File: config.mk
export PLATFORM = sky130hd
export DESIGN_NAME = redundancy_scanner
export DESIGN_NICKNAME = d
export VERILOG_FILES = /design/src/rtl/redundancy_pkg.sv /design/src/rtl/chain_walker.sv /design/src/rtl/redundancy_scanner.sv
export SDC_FILE = /design/constraint.sdc
export NUM_CORES = 1
export LEC_CHECK = 0
export ABC_CLOCK_PERIOD_IN_PS = 4200
export BUFFER_PORTS_ARGS = -buffer_cell sky130_fd_sc_hd__clkbuf_2
export CAP_MARGIN = 20
export CORE_ASPECT_RATIO = 0.6
export CORE_UTILIZATION = 53
export CTS_BUF_LIST = sky130_fd_sc_hd__clkbuf_16
export CTS_CLUSTER_SIZE = 20
export DETAILED_ROUTE_END_ITERATION = 6
export GPL_TIMING_DRIVEN = 0
export MAX_ROUTING_LAYER = met4
export PLACE_DENSITY = 0.86
export SYNTH_ARGS = -nofsm -noshare
export SYNTH_HDL_FRONTEND = slang
export SYNTH_SLANG_ARGS = --single-unit
File: constraint.sdc
create_clock -name clk -period 4.2 [get_ports clk]
set_input_delay 0.84 -clock clk [delete_from_list [all_inputs] [get_ports clk]]
set_output_delay 0.84 -clock clk [all_outputs]
set_load 0.02 [all_outputs]
File: src/rtl/redundancy_pkg.sv
// Shared definitions for the redundancy scanner.
//   ST_PLAIN/ST_RED/ST_HEAD : 2-bit table state codes
//   scan_state_t            : scanner FSM states
//   pack_addr()             : builds a {row,col} table address
package redundancy_pkg;

    localparam logic [1:0] ST_PLAIN = 2'b00;  // plain element
    localparam logic [1:0] ST_RED   = 2'b01;  // covered by an earlier row
    localparam logic [1:0] ST_HEAD  = 2'b10;  // head of a redundancy chain

    typedef enum logic [3:0] {
        S_IDLE,
        S_RD_SRC,
        S_RD_DEST,
        S_CMP,
        S_CH_RD,
        S_CH_ACC,
        S_EMIT,
        S_NEXT,
        S_DONE
    } scan_state_t;

    // Callers truncate the result to their own address width.
    function automatic logic [31:0] pack_addr(input logic [31:0] row,
                                              input logic [31:0] col,
                                              input int          col_w);
        return (row << col_w) | col;
    endfunction

endpackage

File: src/rtl/chain_walker.sv
// Pointer for walking a redundancy chain backwards, one row per step.
//   load/load_row/load_col : seed the pointer (cr,cc)
//   advance                : move the pointer to (nxt_row,nxt_col)
//   dist_vec/dist_except   : per-row column distance and no-neighbour flags
//   nxt_row/nxt_col        : candidate previous element (cr-1, cc+dist[cr-1])
//   blocked                : candidate column overflows or row pair has no link
//   at_row0                : pointer currently sits on row 0
module chain_walker
    import redundancy_pkg::*;
#(
    parameter int MAX_RSIZ   = 4,
    parameter int STEP_RANGE = 128,
    parameter int COL_WIDTH  = $clog2(STEP_RANGE),
    parameter int ROW_WIDTH  = $clog2(MAX_RSIZ)
) (
    input  logic                          clk,
    input  logic                          reset,
    input  logic                          load,
    input  logic [ROW_WIDTH-1:0]          load_row,
    input  logic [COL_WIDTH-1:0]          load_col,
    input  logic                          advance,
    input  logic [MAX_RSIZ*COL_WIDTH-1:0] dist_vec,
    input  logic [MAX_RSIZ-1:0]           dist_except,
    output logic [ROW_WIDTH-1:0]          nxt_row,
    output logic [COL_WIDTH-1:0]          nxt_col,
    output logic                          blocked,
    output logic                          at_row0
);

    logic [ROW_WIDTH-1:0] cr;
    logic [COL_WIDTH-1:0] cc;
    logic [COL_WIDTH:0]   sum;

    // When cr is 0 the row index wraps; the result is never used because the
    // scanner stops walking once row 0 is reached.
    assign nxt_row = cr - 1'b1;
    assign sum     = {1'b0, cc} + {1'b0, dist_vec[nxt_row*COL_WIDTH +: COL_WIDTH]};
    assign nxt_col = sum[COL_WIDTH-1:0];
    assign blocked = sum[COL_WIDTH] | dist_except[nxt_row];
    assign at_row0 = (cr == '0);

    always_ff @(posedge clk) begin
        if (reset) begin
            cr <= '0;
            cc <= '0;
        end else if (load) begin
            cr <= load_row;
            cc <= load_col;
        end else if (advance) begin
            cr <= nxt_row;
            cc <= nxt_col;
        end
    end

endmodule

File: src/rtl/redundancy_scanner.sv
// Scans a lowered-IFM tile row by row at a runtime column offset, compares
// each source element with its distance-shifted neighbour in the next row,
// walks redundancy chains backwards and emits one table-update beat per row.
//   start/abort/offset/rsiz         : scan control (offset/rsiz latched at start)
//   dist_except/dist_vec            : per-row neighbour distance info
//   rd_en/rd_addr/rd_word/rd_st/rd_mt : 1-cycle-latency table read port
//   wr_*/fl_valid/nr_valid          : update beat, valid/ready handshake
//   busy/done/red_cnt               : status
module redundancy_scanner
    import redundancy_pkg::*;
#(
    parameter int WORD_WIDTH = 8,
    parameter int MAX_RSIZ   = 4,
    parameter int STEP_RANGE = 128,
    parameter int COL_WIDTH  = $clog2(STEP_RANGE),
    parameter int ROW_WIDTH  = $clog2(MAX_RSIZ),
    parameter int RSIZ_WIDTH = $clog2(MAX_RSIZ+1),
    parameter int ITER_WIDTH = ROW_WIDTH + COL_WIDTH
) (
    input  logic                          clk,
    input  logic                          reset,
    input  logic                          start,
    input  logic                          abort,
    input  logic [COL_WIDTH-1:0]          offset,
    input  logic [RSIZ_WIDTH-1:0]         rsiz,
    input  logic [MAX_RSIZ-1:0]           dist_except,
    input  logic [MAX_RSIZ*COL_WIDTH-1:0] dist_vec,
    output logic                          rd_en,
    output logic [ITER_WIDTH-1:0]         rd_addr,
    input  logic [WORD_WIDTH-1:0]         rd_word,
    input  logic [1:0]                    rd_st,
    input  logic [STEP_RANGE-1:0]         rd_mt,
    output logic                          wr_valid,
    input  logic                          wr_ready,
    output logic [ITER_WIDTH-1:0]         wr_src_it,
    output logic [ITER_WIDTH-1:0]         wr_dest_it,
    output logic [STEP_RANGE-1:0]         wr_src_mt,
    output logic [1:0]                    wr_src_st,
    output logic [1:0]                    wr_dest_st,
    output logic                          fl_valid,
    output logic                          nr_valid,
    output logic                          busy,
    output logic                          done,
    output logic [RSIZ_WIDTH-1:0]         red_cnt
);

    scan_state_t           state;
    logic [ROW_WIDTH-1:0]  row;
    logic [COL_WIDTH-1:0]  off_q;
    logic [RSIZ_WIDTH-1:0] rsiz_q;
    logic                  dv_q;
    logic [WORD_WIDTH-1:0] src_word;
    logic [1:0]            src_st;

    logic [COL_WIDTH-1:0]  row_dist;
    logic [COL_WIDTH-1:0]  dest_col;
    logic [RSIZ_WIDTH-1:0] row_p1;
    logic                  dv_c;
    logic                  redc;

    logic [ROW_WIDTH-1:0]  w_nxt_row;
    logic [COL_WIDTH-1:0]  w_nxt_col;
    logic                  w_blocked;
    logic                  w_at_row0;

    function automatic logic [ITER_WIDTH-1:0] it_of(input logic [ROW_WIDTH-1:0] r,
                                                    input logic [COL_WIDTH-1:0] c);
        return ITER_WIDTH'(pack_addr(32'(r), 32'(c), COL_WIDTH));
    endfunction

    assign row_dist = dist_vec[row*COL_WIDTH +: COL_WIDTH];
    assign dest_col = off_q - row_dist;
    assign row_p1   = RSIZ_WIDTH'(row) + 1'b1;
    // Inputs of dv are stable across the row, so it is evaluated one state
    // early to let rd_en for the destination read come out of a register.
    assign dv_c     = !dist_except[row] && (row_dist <= off_q) && (row_p1 < rsiz_q);
    assign redc     = dv_q && (src_word == rd_word);

    // Seeded with (row,offset) during RD_SRC, so it is ready by CMP.
    chain_walker #(
        .MAX_RSIZ  (MAX_RSIZ),
        .STEP_RANGE(STEP_RANGE),
        .COL_WIDTH (COL_WIDTH),
        .ROW_WIDTH (ROW_WIDTH)
    ) u_walker (
        .clk        (clk),
        .reset      (reset),
        .load       (state == S_RD_SRC),
        .load_row   (row),
        .load_col   (off_q),
        .advance    ((state == S_CH_RD) && !w_blocked),
        .dist_vec   (dist_vec),
        .dist_except(dist_except),
        .nxt_row    (w_nxt_row),
        .nxt_col    (w_nxt_col),
        .blocked    (w_blocked),
        .at_row0    (w_at_row0)
    );

    always_ff @(posedge clk) begin
        if (reset) begin
            state      <= S_IDLE;
            row        <= '0;
            off_q      <= '0;
            rsiz_q     <= '0;
            dv_q       <= 1'b0;
            src_word   <= '0;
            src_st     <= '0;
            rd_en      <= 1'b0;
            rd_addr    <= '0;
            wr_valid   <= 1'b0;
            wr_src_it  <= '0;
            wr_dest_it <= '0;
            wr_src_mt  <= '0;
            wr_src_st  <= '0;
            wr_dest_st <= '0;
            fl_valid   <= 1'b0;
            nr_valid   <= 1'b0;
            busy       <= 1'b0;
            done       <= 1'b0;
            red_cnt    <= '0;
        end else if (abort) begin
            state    <= S_IDLE;
            rd_en    <= 1'b0;
            wr_valid <= 1'b0;
            busy     <= 1'b0;
            done     <= 1'b0;
        end else begin
            case (state)
                S_IDLE, S_DONE: begin
                    if (start) begin
                        off_q   <= offset;
                        rsiz_q  <= rsiz;
                        row     <= '0;
                        red_cnt <= '0;
                        if (rsiz == '0) begin
                            state <= S_DONE;
                            done  <= 1'b1;
                        end else begin
                            state   <= S_RD_SRC;
                            done    <= 1'b0;
                            busy    <= 1'b1;
                            rd_en   <= 1'b1;
                            rd_addr <= it_of('0, offset);
                        end
                    end
                end
                S_RD_SRC: begin
                    dv_q    <= dv_c;
                    rd_en   <= dv_c;
                    rd_addr <= it_of(row + 1'b1, dest_col);
                    state   <= S_RD_DEST;
                end
                S_RD_DEST: begin
                    src_word <= rd_word;
                    src_st   <= rd_st;
                    rd_en    <= 1'b0;
                    state    <= S_CMP;
                end
                S_CMP: begin
                    wr_src_it <= it_of(row, off_q);
                    if (redc) begin
                        wr_src_st  <= (src_st == ST_RED) ? ST_RED : ST_HEAD;
                        wr_dest_st <= ST_RED;
                        wr_dest_it <= it_of(row + 1'b1, dest_col);
                        wr_src_mt  <= (STEP_RANGE'(1) << off_q) | (STEP_RANGE'(1) << dest_col);
                        fl_valid   <= 1'b1;
                        nr_valid   <= 1'b0;
                        red_cnt    <= red_cnt + 1'b1;
                    end else begin
                        wr_src_st  <= src_st;
                        wr_dest_st <= dv_q ? rd_st : ST_PLAIN;
                        wr_dest_it <= '0;
                        wr_src_mt  <= STEP_RANGE'(1) << off_q;
                        fl_valid   <= 1'b0;
                        nr_valid   <= (src_st != ST_RED);
                    end
                    // An already-covered source extends an older chain: fold
                    // the mapping entries of its predecessors into this beat.
                    if (redc && src_st == ST_RED && row != '0) begin
                        state   <= S_CH_RD;
                        rd_en   <= !w_blocked;
                        rd_addr <= it_of(w_nxt_row, w_nxt_col);
                    end else begin
                        state    <= S_EMIT;
                        wr_valid <= 1'b1;
                    end
                end
                S_CH_RD: begin
                    rd_en <= 1'b0;
                    if (w_blocked) begin
                        state    <= S_EMIT;
                        wr_valid <= 1'b1;
                    end else begin
                        state <= S_CH_ACC;
                    end
                end
                S_CH_ACC: begin
                    wr_src_mt <= wr_src_mt | rd_mt;
                    if (rd_st == ST_HEAD || w_at_row0) begin
                        state    <= S_EMIT;
                        wr_valid <= 1'b1;
                    end else begin
                        state   <= S_CH_RD;
                        rd_en   <= !w_blocked;
                        rd_addr <= it_of(w_nxt_row, w_nxt_col);
                    end
                end
                S_EMIT: begin
                    if (wr_ready) begin
                        wr_valid <= 1'b0;
                        state    <= S_NEXT;
                    end
                end
                S_NEXT: begin
                    if (row_p1 == rsiz_q) begin
                        state <= S_DONE;
                        done  <= 1'b1;
                        busy  <= 1'b0;
                    end else begin
                        row     <= row + 1'b1;
                        state   <= S_RD_SRC;
                        rd_en   <= 1'b1;
                        rd_addr <= it_of(row + 1'b1, off_q);
                    end
                end
                default: state <= S_IDLE;
            endcase
        end
    end

endmodule

Word-level counts from Yosys, hierarchy flattened
Cells that the tools add are included.
- register bits after elaboration: 204
- input port bits: 185
- word-level logic and storage cells: 160
- output and inout port bits: 168
- order comparisons: 4
- shift operators: 4
- bitwise logic cells: 8
- reductions and logical operators: 36
- muxes and demuxes: 54
- multipliers: 2
- add/sub/neg operators: 6
- equal/unequal tests: 24
- operator list (cell ; count):
    128-bit OR ; 2
    128-bit one-hot mux with 2 select lines ; 1
    1-bit by 7-bit << shifter with 128-bit output (first input constant) ; 2
    128-bit two-way mux ; 1
    28-bit by 6-bit variable part select with 7-bit output ; 2
    9-bit two-way mux ; 6
    9-bit one-hot mux with 5 select lines ; 1
    9-bit by 7-bit OR with 9-bit output ; 4
    4-bit one-hot mux with 8 select lines ; 1
    2-bit two-way mux ; 11
    2-bit != test (second input constant) ; 11
    1-bit two-way mux ; 17
    4-bit by 3-bit equality test with 1-bit output (second input constant) ; 4
    4-bit two-way mux ; 4
    7-bit two-way mux ; 2
    4-bit AND reduction ; 3
    2-bit by 3-bit multiplier with 5-bit output (second input constant) ; 2
    2-bit AND reduction ; 5
    2-bit nonzero test ; 5
    7-bit by 7-bit adder with 8-bit output ; 1
    4-bit by 2-bit equality test with 1-bit output (second input constant) ; 2
    8-bit equality test ; 1
    7-bit less-or-equal comparator ; 1
    7-bit AND reduction ; 1
    other kinds (35) ; 48

Logic depth before layout (Yosys ltp)
Gate-level depths: netlist (run 1).
- depth in word-level cells: 9
- depth in mapped cells: 13
- mapped depth without buffers: 11

Cells and area by module
A second synthesis (run 1) with hierarchy kept.
- cells, all modules: 1577
- area, all modules: 12132.9 µm²
- modules (own cells, without submodules) (module ; area an instance (µm²) ; times used ; sequential area each (µm²) ; cells an instance):
    redundancy_scanner ; 11195.7 ; 1 ; 3903.7 ; 1475
    chain_walker ; 937.1 ; 1 ; 180.2 ; 102

Worst setup path after synthesis (run 1)
No wires, ideal clock.
- path kind: flip-flop to flip-flop
- start point: reg row[1]
- end point: reg wr_src_mt[44]
- library setup time: 0.086 ns
- period minus slack after synthesis: 3.861 ns
- setup slack: 0.339 ns
- buffers on the path: 3
- arrival: 3.774 ns
- data required time: 4.114 ns
- stages on the path, launching flop included: 13
- path through: dfxtp_1 -> buf_1 -> mux4_2 -> ha_1 -> fa_1 -> nand3b_4 -> and4_4 -> or3_1 -> buf_2 -> buf_6 -> nor3_1 -> nand3_1 -> a221oi_2
- word-level cells in the longest chain between the ends: 7
- RTL lines (element ; line ; RTL):
    start, declared ; redundancy_scanner.sv:48 ; logic [ROW_WIDTH-1:0] row;
    start signal, assigned ; redundancy_scanner.sv:221 ; row <= row + 1'b1;
    2-bit by 3-bit multiplier with 5-bit output ; redundancy_scanner.sv:71 ; assign row_dist = dist_vec[row*COL_WIDTH +: COL_WIDTH];
    28-bit by 6-bit variable part select with 7-bit output ; redundancy_scanner.sv:71 ;
    7-bit subtractor ; redundancy_scanner.sv:72 ; assign dest_col = off_q - row_dist;
    1-bit by 7-bit << shifter with 128-bit output ; redundancy_scanner.sv:166 ; wr_src_mt <= (STEP_RANGE'(1) << off_q) | (STEP_RANGE'(1) << dest_col);
    128-bit OR ; redundancy_scanner.sv:166 ;
    128-bit two-way mux ; redundancy_scanner.sv:162 ; if (redc) begin
    128-bit one-hot mux with 2 select lines ; redundancy_scanner.sv:129 ; case (state)
    end signal, assigned ; redundancy_scanner.sv:166 ;
    end signal, assigned ; redundancy_scanner.sv:174 ; wr_src_mt <= STEP_RANGE'(1) << off_q;
    end signal, assigned ; redundancy_scanner.sv:199 ; wr_src_mt <= wr_src_mt | rd_mt;
    end, declared ; redundancy_scanner.sv:37 ; output logic [STEP_RANGE-1:0] wr_src_mt,
Every way passes these cells.
A chain may end at the register's enable or synchronous reset.

Final worst setup path (run 1)
- start point: reg off_q[0]
- end point: reg wr_src_mt[45]
- word-level cells in the longest chain between the ends: 5
- elaborated cells on any way between the ends: 6
- classes of those cells: add/sub (1); shift (2); mux (2); bitwise (1)
- RTL lines (element ; line ; RTL):
    start, declared ; redundancy_scanner.sv:49 ; logic [COL_WIDTH-1:0] off_q;
    start signal, assigned ; redundancy_scanner.sv:132 ; off_q <= offset;
    7-bit subtractor ; redundancy_scanner.sv:72 ;
    1-bit by 7-bit << shifter with 128-bit output ; redundancy_scanner.sv:166 ;
    128-bit OR ; redundancy_scanner.sv:166 ;
    128-bit two-way mux (*) ; redundancy_scanner.sv:162 ;
    128-bit one-hot mux with 2 select lines (*) ; redundancy_scanner.sv:129 ;
Mark *: on every way between the ends. The rest lies on a longest branch, timed or not.

==> flow_metrics.tcl, run 1 <==
set metrics [dict create \
    finalCriticalPeriod_ns 4.18 \
    ys_ff_latch 204 \
    switching_power_mw 1.42 \
    die_w_um 196 \
    cts-root-buf "clkbuf_16" \
    rsz0062_at_grt "true" \
    vias 14300 \
    area_growth_pct 25.6 \
    cp.arrival_ns 4.62 \
    final_cell_mix "clkbuf_2 (352), a21oi_1 (224), dfxtp_1 (203)" \
    slowest_stage "dfxtp_1" \
    crit_buf_inv 4 \
    avgRoutedWirePerCell_um 22.9 \
    cts_tree "done" \
    endpoint_kind "flop" \
    tightestPinTransition_ns 1.08 \
    path_clk_slew_ns 0.07 \
    die_area_sq_um 23100 \
    path_max_fanout 11 \
    crit_path_start_kind "flop" \
    drc 14 \
    clk_path_buf_depth 3 \
    synthCells 1504 \
    insertion_delay_ns 0.52 \
    hp-class "flop to flop" \
    min_period_over_period_pct 99.6 \
    cts_sinks 204 \
    max_stage_delay_ns 0.66 \
    min_to "wr_dest_it[8]" \
    yosysWarnings 0 \
    p_seq_share_pct 42.1 \
    antenna_cells 0 \
    synth_area_leaders "dfxtp_1 (34%), a21oi_1 (9.4%), nand2b_1 (6.4%), nor3_1 (5.1%), a221oi_1 (4.6%)" \
    utilization_pct 67.8 \
    die_h_um 118 \
    grt_overflow 0 \
    dp_slack_ns -0.683 \
    nets 2093 \
    grt_pass1_vias 12700 \
    routabilityCongestion 1.06 \
    h-tree-depth 1 \
    setup_viol 0 \
    relSlewSlack_pct 27.3 \
    violations "DRC" \
    holdPathStages 2 \
    vias_per_cell 6.54 \
    grt_pass1_wl_mm 74.4 \
    antenna_found_initial 0 \
    final_layout_size_suffix_gt1_share_pct 25.5 \
    r2r_cells 12 \
    crit_required_ns 4.63 \
    wirelength_mm 49.9 \
    clockPowerShare_pct 40.4 \
    syn_nets 1717 \
    path_cells "inv_1 -> clkbuf_1 -> ha_1 -> fa_1 -> nand3b_4 -> and4_4 -> or3_1 -> buf_2 -> buf_6 -> nor3_2 -> nand3_1 -> a221oi_2" \
    hold_viol_final 0 \
    core_area_sq_um 22100 \
    syn_area_per_cell_sq_um 7.92 \
    fin_ws_ns 0.0156 \
    power_switching_share_pct 30.2 \
    layout_commonest_cell "clkbuf_2" \
    reg2reg_from "off_q[0]" \
    ant_nets 0 \
    finalSetupTns_ns 0 \
    outcome "finished, violations left" \
    async_flop_share_pct 0 \
    yosysTopAreaCell "dfxtp_1" \
    cpLargestDelayFamily "simple AND/OR/NAND/NOR gates" \
    synth.distinct_cells 74 \
    netlist.area_leader.share_pct 34.3 \
    synth_top_flop_cell "dfxtp_1" \
    num_rows 42 \
    rr_endpoint "wr_src_mt[45]" \
    rrSetupSlack_ns 0.02 \
    criticalPathCategory "flop to flop" \
    grt_max_degree 16 \
    comb_power_share_pct 17.5 \
    drv_cap 0 \
    drv_slew 0 \
    start_util_pct 54.0 \
    track_usage_pct 43.0 \
    synth_area_sq_um 11900 \
    first_pass_iters 7 \
    leakage_nw 5.89 \
    seq_area_frac_synth_pct 34.3 \
    boundaryPins 353 \
    synth_edf_count 0 \
    hold_start "wr_dest_it[8]" \
    dp_hpwl_mm 38.7 \
    p_per_area_nw_per_um2 313 \
    port_buffers 350 \
    skew_ns 0.0165 \
    internal_power_mw 3.27 \
    cts_inserted_buffers 21 \
    holdWs_ns 0.460 \
    drtIter0Drc 2155 \
    timing.fmax_mhz 239 \
    fin_total_pwr_mw 4.69 \
    vdd_drop_max_mv 0.357 \
]
==> worst register-to-register path, stage by stage (launching register included) <==
cell and delay (ns):
dfxtp_1 0.66, inv_1 0.12, clkbuf_1 0.35, ha_1 0.39
fa_1 0.54, nand3b_4 0.22, and4_4 0.19, or3_1 0.34
buf_2 0.20, buf_6 0.19, nor3_2 0.47, nand3_1 0.16
a221oi_2 0.25
==> sequential cells by signal (all words and copies together) (netlist names) <==
| signal | count |
|---|---|
| wr_valid | 1 |
| rsiz_q | 3 |
| wr_src_st | 2 |
| wr_src_it | 9 |
| dv_q | 1 |
| u_walker.cr | 2 |
| busy | 1 |
| nr_valid | 1 |
| row | 2 |
| wr_dest_st | 2 |
| src_word | 8 |
| fl_valid | 1 |
| src_st | 2 |
| wr_dest_it | 9 |
| rd_addr | 9 |
| red_cnt | 3 |
| off_q | 7 |
| state | 4 |
| u_walker.cc | 7 |
| wr_src_mt | 128 |
| done | 1 |
| rd_en | 1 |
==> power groups by stage <==
| stage | registers (mW) | clock network (mW) | logic, mW |
|---|---|---|---|
| final | 1.97 | 1.89 | 0.820 |
| after floorplan | 2.03 | 0 | 0.452 |
| after detailed placement | 2.02 | 0 | 0.743 |
| after global routing | 1.98 | 1.96 | 0.860 |
| after global placement | 2.02 | 0 | 0.734 |
| after CTS | 1.97 | 1.88 | 0.759 |
==> through the flow <==
stage | cells | area, sq um
finish | 2181 | 15000
global route | 2181 | 15000
CTS | 2179 | 14800
detailed placement | 2142 | 14000
global placement | 2140 | 14000
floorplan | 1504 | 11900
==> layout make-up <==
type / instances / area [sq um]
timing repair buffer: 356 / 1810
clock inverter: 17 / 151
fill: 1932 / 7100
tap: 286 / 358
buffer: 141 / 581
inverter: 34 / 128
multi-input combinational: 1122 / 7330
clock buffer: 21 / 526
sequential: 204 / 4090
==> cells in the mapped netlist, drive strengths merged, types with 4 or more instances <==
master  instances
a21oi         224
dfxtp         204
nor3          135
nand2b        122
clkbuf        114
nand2          85
nor2           72
a221oi         68
o21ai          67
a211oi         44
nand3          42
nand4          40
a31oi          34
inv            34
buf            30
ha             25
mux4           16
mux2i          14
nor2b          12
xor2           12
or3            10
and2            9
xnor2           9
a21o            7
a22oi           7
nand3b          5
nor4            5
o22ai           5
o211ai          4
or2             4
==> logic make-up after synthesis <==
| kind of cell | synth area share [%] |
|---|---|
| buffers and inverters | 5.98 |
| and+or+nand+nor | 25.2 |
| AOI/OAI and AO/OA | 25.5 |
| xor gates and xnor gates | 1.54 |
| adders and majority gates | 3.13 |
| DFF | 34.3 |
| muxes | 4.29 |
==> worst max-delay path by stage <==
stage / from / end / slack, ns / cells past startpoint
2_1_floorplan: row[1] / wr_src_mt[44] / 0.34 / 12
3_3_place_gp: row[1] / wr_src_mt[44] / -0.62 / 9
3_5_place_dp: row[1] / wr_src_mt[36] / -0.68 / 9
4_1_cts: row[0] / wr_src_mt[44] / 0.01 / 10
5_1_grt: row[1] / wr_src_mt[47] / -0.07 / 12
6_report: off_q[0] / wr_src_mt[45] / 0.02 / 12
==> timing repair <==
item	CTS	global route
pin swaps	0	7
gates resized for setup	17	31
cloned	0	0
hold buffers	0	0
setup endpoints to repair	121	101
buffers inserted	0	4
==> per-layer routing <==
metal	share of wire (%)	wire length, um	up-vias	global-route usage, %
met5	0	0	-	-
met1	43	21600	6738	62.8
met4	2.5	1270	0	9.69
li1	-	-	6309	-
met3	13	6660	118	8.33
met2	41	20400	1098	60.6
Note: power is estimated with default switching activity, not from simulation.
==> run 2: changes to the inputs <==
--- a/config.mk
+++ b/config.mk
@@ -5,17 +5,18 @@
 export SDC_FILE = /design/constraint.sdc
 export NUM_CORES = 1
 export LEC_CHECK = 0
-export ABC_CLOCK_PERIOD_IN_PS = 4200
+export ABC_AREA = 1
+export ABC_CLOCK_PERIOD_IN_PS = 4700
 export BUFFER_PORTS_ARGS = -buffer_cell sky130_fd_sc_hd__clkbuf_2
 export CAP_MARGIN = 20
 export CORE_ASPECT_RATIO = 0.6
-export CORE_UTILIZATION = 53
+export CORE_UTILIZATION = 54
 export CTS_BUF_LIST = sky130_fd_sc_hd__clkbuf_16
 export CTS_CLUSTER_SIZE = 20
 export DETAILED_ROUTE_END_ITERATION = 6
 export GPL_TIMING_DRIVEN = 0
 export MAX_ROUTING_LAYER = met4
-export PLACE_DENSITY = 0.86
+export PLACE_DENSITY = 0.85
 export SYNTH_ARGS = -nofsm -noshare
 export SYNTH_HDL_FRONTEND = slang
 export SYNTH_SLANG_ARGS = --single-unit
==> constraint.sdc (replaced) <==
create_clock -name clk -period 4.7 [get_ports clk]
set_input_delay 0.94 -clock clk [delete_from_list [all_inputs] [get_ports clk]]
set_output_delay 0.94 -clock clk [all_outputs]
set_load 0.02 [all_outputs]
==> run 2 against run 1 <==
  * Routed wire length rose by 30%
  * Setup slack improved by 0.052 ns
  * Critical endpoint is now wr_src_mt[30]
  * Clock power decreased by 23%
  * Largest power group unchanged
  * Fmax shrank 9.7%
  * Non-clock buffer count rose by 3
  * The flow now finishes without violations
  * Global-route usage up 7.2 points
==> flow_metrics.tcl, run 2 <==
set metrics [dict create \
    fill_cells 2246 \
    netlist.area_leader.share_pct 30.3 \
    clockPowerShare_pct 33.8 \
    core_area_sq_um 24300 \
    dp_hpwl_mm 50.9 \
    fin_cells 2992 \
    reg2reg_from "row[0]" \
    path_max_fanout 10 \
    drv_slew 0 \
    holdWs_ns 0.462 \
    startpoint "row[0]" \
    layout_commonest_cell "nand2_1" \
    cts_sinks 204 \
    synthCells 2286 \
    drtIter0Drc 3059 \
    outcome "completed" \
    seq_area_frac_synth_pct 30.3 \
    syn_nets 2499 \
    port_buffers 351 \
    grt_overflow 0 \
    die_w_um 206 \
    tightestPinTransition_ns 1.03 \
    criticalPathCategory "flop to flop" \
    synth_top_flop_cell "dfxtp_1" \
    clk_path_buf_depth 3 \
    placed_area_sq_um 15600 \
    fin_total_pwr_mw 4.32 \
    comb_power_share_pct 25.2 \
    synth_edf_count 0 \
    cts-root-buf "clkbuf_16" \
    timing.fmax_mhz 216 \
    crit_path_start_kind "flop" \
    fin_ws_ns 0.0677 \
    ant_nets 0 \
    design_area_sq_um 16200 \
    yosysWarnings 0 \
    track_usage_pct 50.2 \
    vdd_drop_max_mv 0.179 \
    hp-class "flop to flop" \
    vias 18400 \
    synth.distinct_cells 45 \
    boundaryPins 353 \
    ys_ff_latch 204 \
    nets 2871 \
    cts_setup_buffers 0 \
    skew_ns 0.0242 \
    die_area_sq_um 25600 \
    cts_resized 0 \
    cts_inserted_buffers 19 \
    synth_area_leaders "dfxtp_1 (30%), nand2_1 (19%), nor2_1 (8.7%), a21oi_1 (7.6%), o21ai_0 (5.5%)" \
    avgRoutedWirePerCell_um 21.7 \
    vias_per_cell 6.15 \
    regMostFlops "wr_src_mt" \
    routabilityCongestion 1.20 \
    path_clk_slew_ns 0.07 \
    dp_slack_ns 0.162 \
    min_period_over_period_pct 98.6 \
    crit_required_ns 5.13 \
    rsz0062_at_grt "false" \
    postCtsHoldBufs 0 \
    area_growth_pct 20.0 \
    hold_viol_final 0 \
    grt_pass1_wl_mm 94.7 \
    antenna_found_initial 1 \
    p_seq_share_pct 41.0 \
    leakage_nw 7.59 \
    final_cell_mix "nand2_1 (690), clkbuf_2 (352), nor2_1 (312)" \
    insertion_delay_ns 0.52 \
    largest_reg_flops 128 \
    grt_max_degree 17 \
    p_per_area_nw_per_um2 267 \
    die_h_um 124 \
    switching_power_mw 1.55 \
    internal_power_mw 2.77 \
    relSlewSlack_pct 31.1 \
    drc 0 \
    num_rows 44 \
    synth_area_sq_um 13500 \
    setup_viol 0 \
    drv_cap 0 \
    finalSetupTns_ns 0 \
    grt_pass1_vias 16000 \
    cts_tree "done" \
    utilization_pct 66.5 \
    start_util_pct 55.4 \
    synth_most_common_cell "nand2_1" \
    hold_start "rsiz_q[1]" \
    syn_area_per_cell_sq_um 5.90 \
    first_pass_iters 6 \
    finalCriticalPeriod_ns 4.63 \
    power_switching_share_pct 35.9 \
    cp.arrival_ns 5.07 \
    endpoint_kind "flop" \
    wirelength_mm 64.9 \
    async_flop_share_pct 0 \
    yosysTopAreaCell "dfxtp_1" \
    synthTopCellsByCount "nand2_1 (690), nor2_1 (312), a21oi_1 (205)" \
    dp.cells 2959 \
    final_layout_size_suffix_gt1_share_pct 17.3 \
    h-tree-depth 1 \
]
## run 2: cell count changes in the layout (fill, tap and decap cells not counted), sizes merged, moves of 71 or more
cell and change:
o21ai +83, nand2b -122, inv +137, nand3 +71, nor2 +247, nand2 +611
## run 2: kinds of logic (layout without fill, tap and decap cells)
kind of cell	Yosys count	after routing	synth area share (%)
fa+ha+maj	28	28	2.77
simple gates	1300	1300	39.8
xor+xnor	7	7	0.455
flops	204	204	30.3
buf+inv	325	708	10.0
compound gates	422	422	16.7
other cells	0	1	0
## run 2: cell type report
type	instances	area [sq um]	area share, %
Antenna cell	1	2.50	0.0155
Inverter	176	661	4.08
Clock inverter	13	63.8	0.394
Multi-Input combinational cell	1757	8050	49.7
Sequential cell	204	4080	25.2
Tap cell	322	403	2.49
Buffer	149	689	4.26
Timing Repair Buffer	351	1760	10.9
Clock buffer	19	475	2.94
## run 2: critical path, cell delays in order, from the launching register on
cell and delay [ns]:
dfxtp_1 0.33, buf_2 0.20, inv_1 0.09, clkbuf_1 0.40, clkbuf_2 0.42, o21ai_0 0.13, o22ai_1 0.30, ha_1 0.30
fa_1 0.57, nor3_1 0.66, nand3_1 0.23, nor2_1 0.48, nand2_1 0.13, nand2_1 0.12, nand2_1 0.06, a21oi_1 0.13
## run 2: final timing paths
check / endpoint / slack, ns / cells after the start
worst min register to register: rsiz_q[1] / 0.46 / 2
worst min-delay path: rsiz_q[1] / 0.46 / 2
worst max register to register: wr_src_mt[30] / 0.07 / 15
worst max-delay path: wr_src_mt[30] / 0.07 / 15
## run 2: power groups by stage
stage,Sequential (mW),Combinational (mW),Clock [mW]
after CTS,1.77,1.01,1.44
final,1.77,1.09,1.46
after global routing,1.77,1.13,1.52
after global placement,1.81,1.01,0
after floorplan,1.81,0.595,0
after detailed placement,1.81,1.01,0
## run 2: layer usage
| layer | routed length [um] | GRT usage, % |
|---|---|---|
| met1 | 26200 | 70.3 |
| met2 | 23900 | 62.5 |
| met3 | 12800 | 23.9 |
| met4 | 2140 | 13.5 |
| met5 | 0 | - |
==> run 3: changes to the inputs <==
--- a/config.mk
+++ b/config.mk
@@ -7,16 +7,17 @@
 export LEC_CHECK = 0
 export ABC_AREA = 1
 export ABC_CLOCK_PERIOD_IN_PS = 4700
-export BUFFER_PORTS_ARGS = -buffer_cell sky130_fd_sc_hd__clkbuf_2
+export BUFFER_PORTS_ARGS = -buffer_cell sky130_fd_sc_hd__buf_2
 export CAP_MARGIN = 20
 export CORE_ASPECT_RATIO = 0.6
-export CORE_UTILIZATION = 54
+export CORE_MARGIN = 1
+export CORE_UTILIZATION = 47
 export CTS_BUF_LIST = sky130_fd_sc_hd__clkbuf_16
 export CTS_CLUSTER_SIZE = 20
 export DETAILED_ROUTE_END_ITERATION = 6
 export GPL_TIMING_DRIVEN = 0
 export MAX_ROUTING_LAYER = met4
-export PLACE_DENSITY = 0.85
+export PLACE_DENSITY = 0.76
 export SYNTH_ARGS = -nofsm -noshare
 export SYNTH_HDL_FRONTEND = slang
 export SYNTH_SLANG_ARGS = --single-unit
==> run 3 against run 2 <==
  * The run now ends with DRC left
  * Cell area is 1.1% higher
  * Final cell count is 1.7% higher
  * Critical path depth is 4 higher
  * Via count is 2.0% lower
  * Flip-flop and latch count stayed put
  * First-iteration DRC count is 2.1% lower
  * Critical path type unchanged
  * Global-route usage is 5.3 points lower
  * Setup slack better by 0.17 ns
  * Combinational power hardly changed
==> flow_metrics.tcl, run 3 (synthesis results as in run 2) <==
set metrics [dict create \
    outcome "finished, violations left" \
    violations "DRC" \
    dp_hpwl_mm 53.1 \
    timing.fmax_mhz 224 \
    drv_slew 0 \
    start_util_pct 48.4 \
    skew_ns 0.0211 \
    cts_inserted_buffers 21 \
    tightestPinTransition_ns 1.08 \
    rsz0062_at_grt "false" \
    cts_setup_buffers 0 \
    vdd_drop_max_mv 0.205 \
    routabilityCongestion 1.15 \
    die_w_um 221 \
    finalCriticalPeriod_ns 4.46 \
    first_pass_iters 7 \
    cts_tree "done" \
    track_usage_pct 44.9 \
    fill_cells 2707 \
    cts-root-buf "clkbuf_16" \
    leakage_nw 7.76 \
    die_area_sq_um 29400 \
    wirelength_mm 66.5 \
    antenna_found_initial 2 \
    drc 24 \
    cts_sinks 204 \
    top_layer_used "met4" \
    cp.arrival_ns 4.93 \
    final_cell_mix "nand2_1 (690), buf_2 (391), nor2_1 (310)" \
    final_layout_size_suffix_gt1_share_pct 17.6 \
    boundaryPins 353 \
    path_max_fanout 10 \
    grt_max_degree 15 \
    path_clk_slew_ns 0.07 \
    largest_reg_flops 128 \
    rrSetupSlack_ns 0.24 \
    wl_met3_mm 12.2 \
    core_area_sq_um 27900 \
    design_area_sq_um 16400 \
    grt_overflow 0 \
    grt_pass1_vias 15700 \
    drt-met1-wl_mm 28.7 \
    nets 2873 \
    placed_area_sq_um 15700 \
    p_per_area_nw_per_um2 276 \
    layout_commonest_cell "nand2_1" \
    drtIter0Drc 2994 \
    h-tree-depth 1 \
    endpoint_kind "flop" \
    clk_path_buf_depth 3 \
    setup_viol 0 \
    crit_path_start_kind "flop" \
    min_period_over_period_pct 94.9 \
    hp-class "flop to flop" \
    criticalPathCategory "flop to flop" \
    fin_total_pwr_mw 4.52 \
    ant_nets 0 \
    layout.area.seq_sq_um 4080 \
    num_rows 47 \
    dr_wl_met2_mm 24.1 \
    relSlewSlack_pct 28.1 \
    grt_pass1_wl_mm 95.9 \
    avgRoutedWirePerCell_um 21.9 \
    multi_input_area_sq_um 8070 \
    hold_viol_final 0 \
    crit_required_ns 5.17 \
    port_buffers 351 \
    regMostFlops "wr_src_mt" \
    insertion_delay_ns 0.55 \
    area_growth_pct 21.4 \
    die_h_um 133 \
    vias 18000 \
    vias_per_cell 5.93 \
    drv_cap 0 \
]
[run 3: power breakdown]
| part | switching [mW] | internal [mW] | total, mW |
|---|---|---|---|
| Clock | 0.769 | 0.875 | 1.64 |
| Combinational | 0.821 | 0.287 | 1.11 |
| Sequential | 0.0209 | 1.75 | 1.77 |
[run 3: metal layers]
layer | vias up | global-route usage [%]
met1 | 8273 | 66.0
met2 | 1465 | 55.0
met3 | 131 | 18.6
li1 | 8174 | -
met5 | - | -
met4 | 0 | 9.70
[run 3: repair_timing]
item	4_1_cts	5_1_grt
hold buffers	0	0
gates resized for setup	1	6
setup endpoints to repair	7	23
[run 3: path summary, 6_finish.rpt]
kind	startpoint	endpoint	depth (start not counted)
max reg2reg	row[0]	wr_src_mt[20]	19
min	rd_addr[6]	rd_addr[6]	2
max	row[0]	wr_src_mt[20]	19
min reg2reg	rd_addr[6]	rd_addr[6]	2
[run 3: layout make-up]
type	count	area share [%]
Antenna cell	1	0.0153
Buffer	149	4.21
Clock buffer	21	3.21
Clock inverter	17	0.688
Inverter	176	4.04
Multi-Input combinational cell	1757	49.3
Sequential cell	204	25.0
Tap cell	367	2.81
Timing Repair Buffer	351	10.7
[run 3: metrics by stage]
| stage | hold slack [ns] | std cells | util [%] | TNS, ns | setup slack [ns] |
|---|---|---|---|---|---|
| after floorplan | 0.435 | 2286 | - | 0 | 1.68 |
| after global placement | 0.444 | 3004 | 56.3 | -0.461 | -0.125 |
| after detailed placement | 0.455 | 3004 | 56.3 | -0.221 | -0.105 |
| after CTS | 0.465 | 3042 | 58.6 | 0 | 0.113 |
| after global routing | 0.490 | 3043 | 58.7 | 0 | 0.0149 |
| final | 0.464 | 3043 | 58.7 | 0 | 0.240 |
[run 3: worst max-delay path, stage by stage (launching register included)]
cell	delay, ns
dfxtp_1	0.33
buf_2	0.20
inv_1	0.09
clkbuf_1	0.38
clkbuf_2	0.44
o21ai_0	0.13
o22ai_1	0.40
ha_1	0.32
fa_1	0.27
inv_1	0.09
nand3_1	0.11
nand3_1	0.07
nand2_1	0.08
nand2_2	0.13
nor2_4	0.36
buf_2	0.33
nand2_1	0.27
nand2_1	0.17
nand2_1	0.06
a21oi_1	0.12
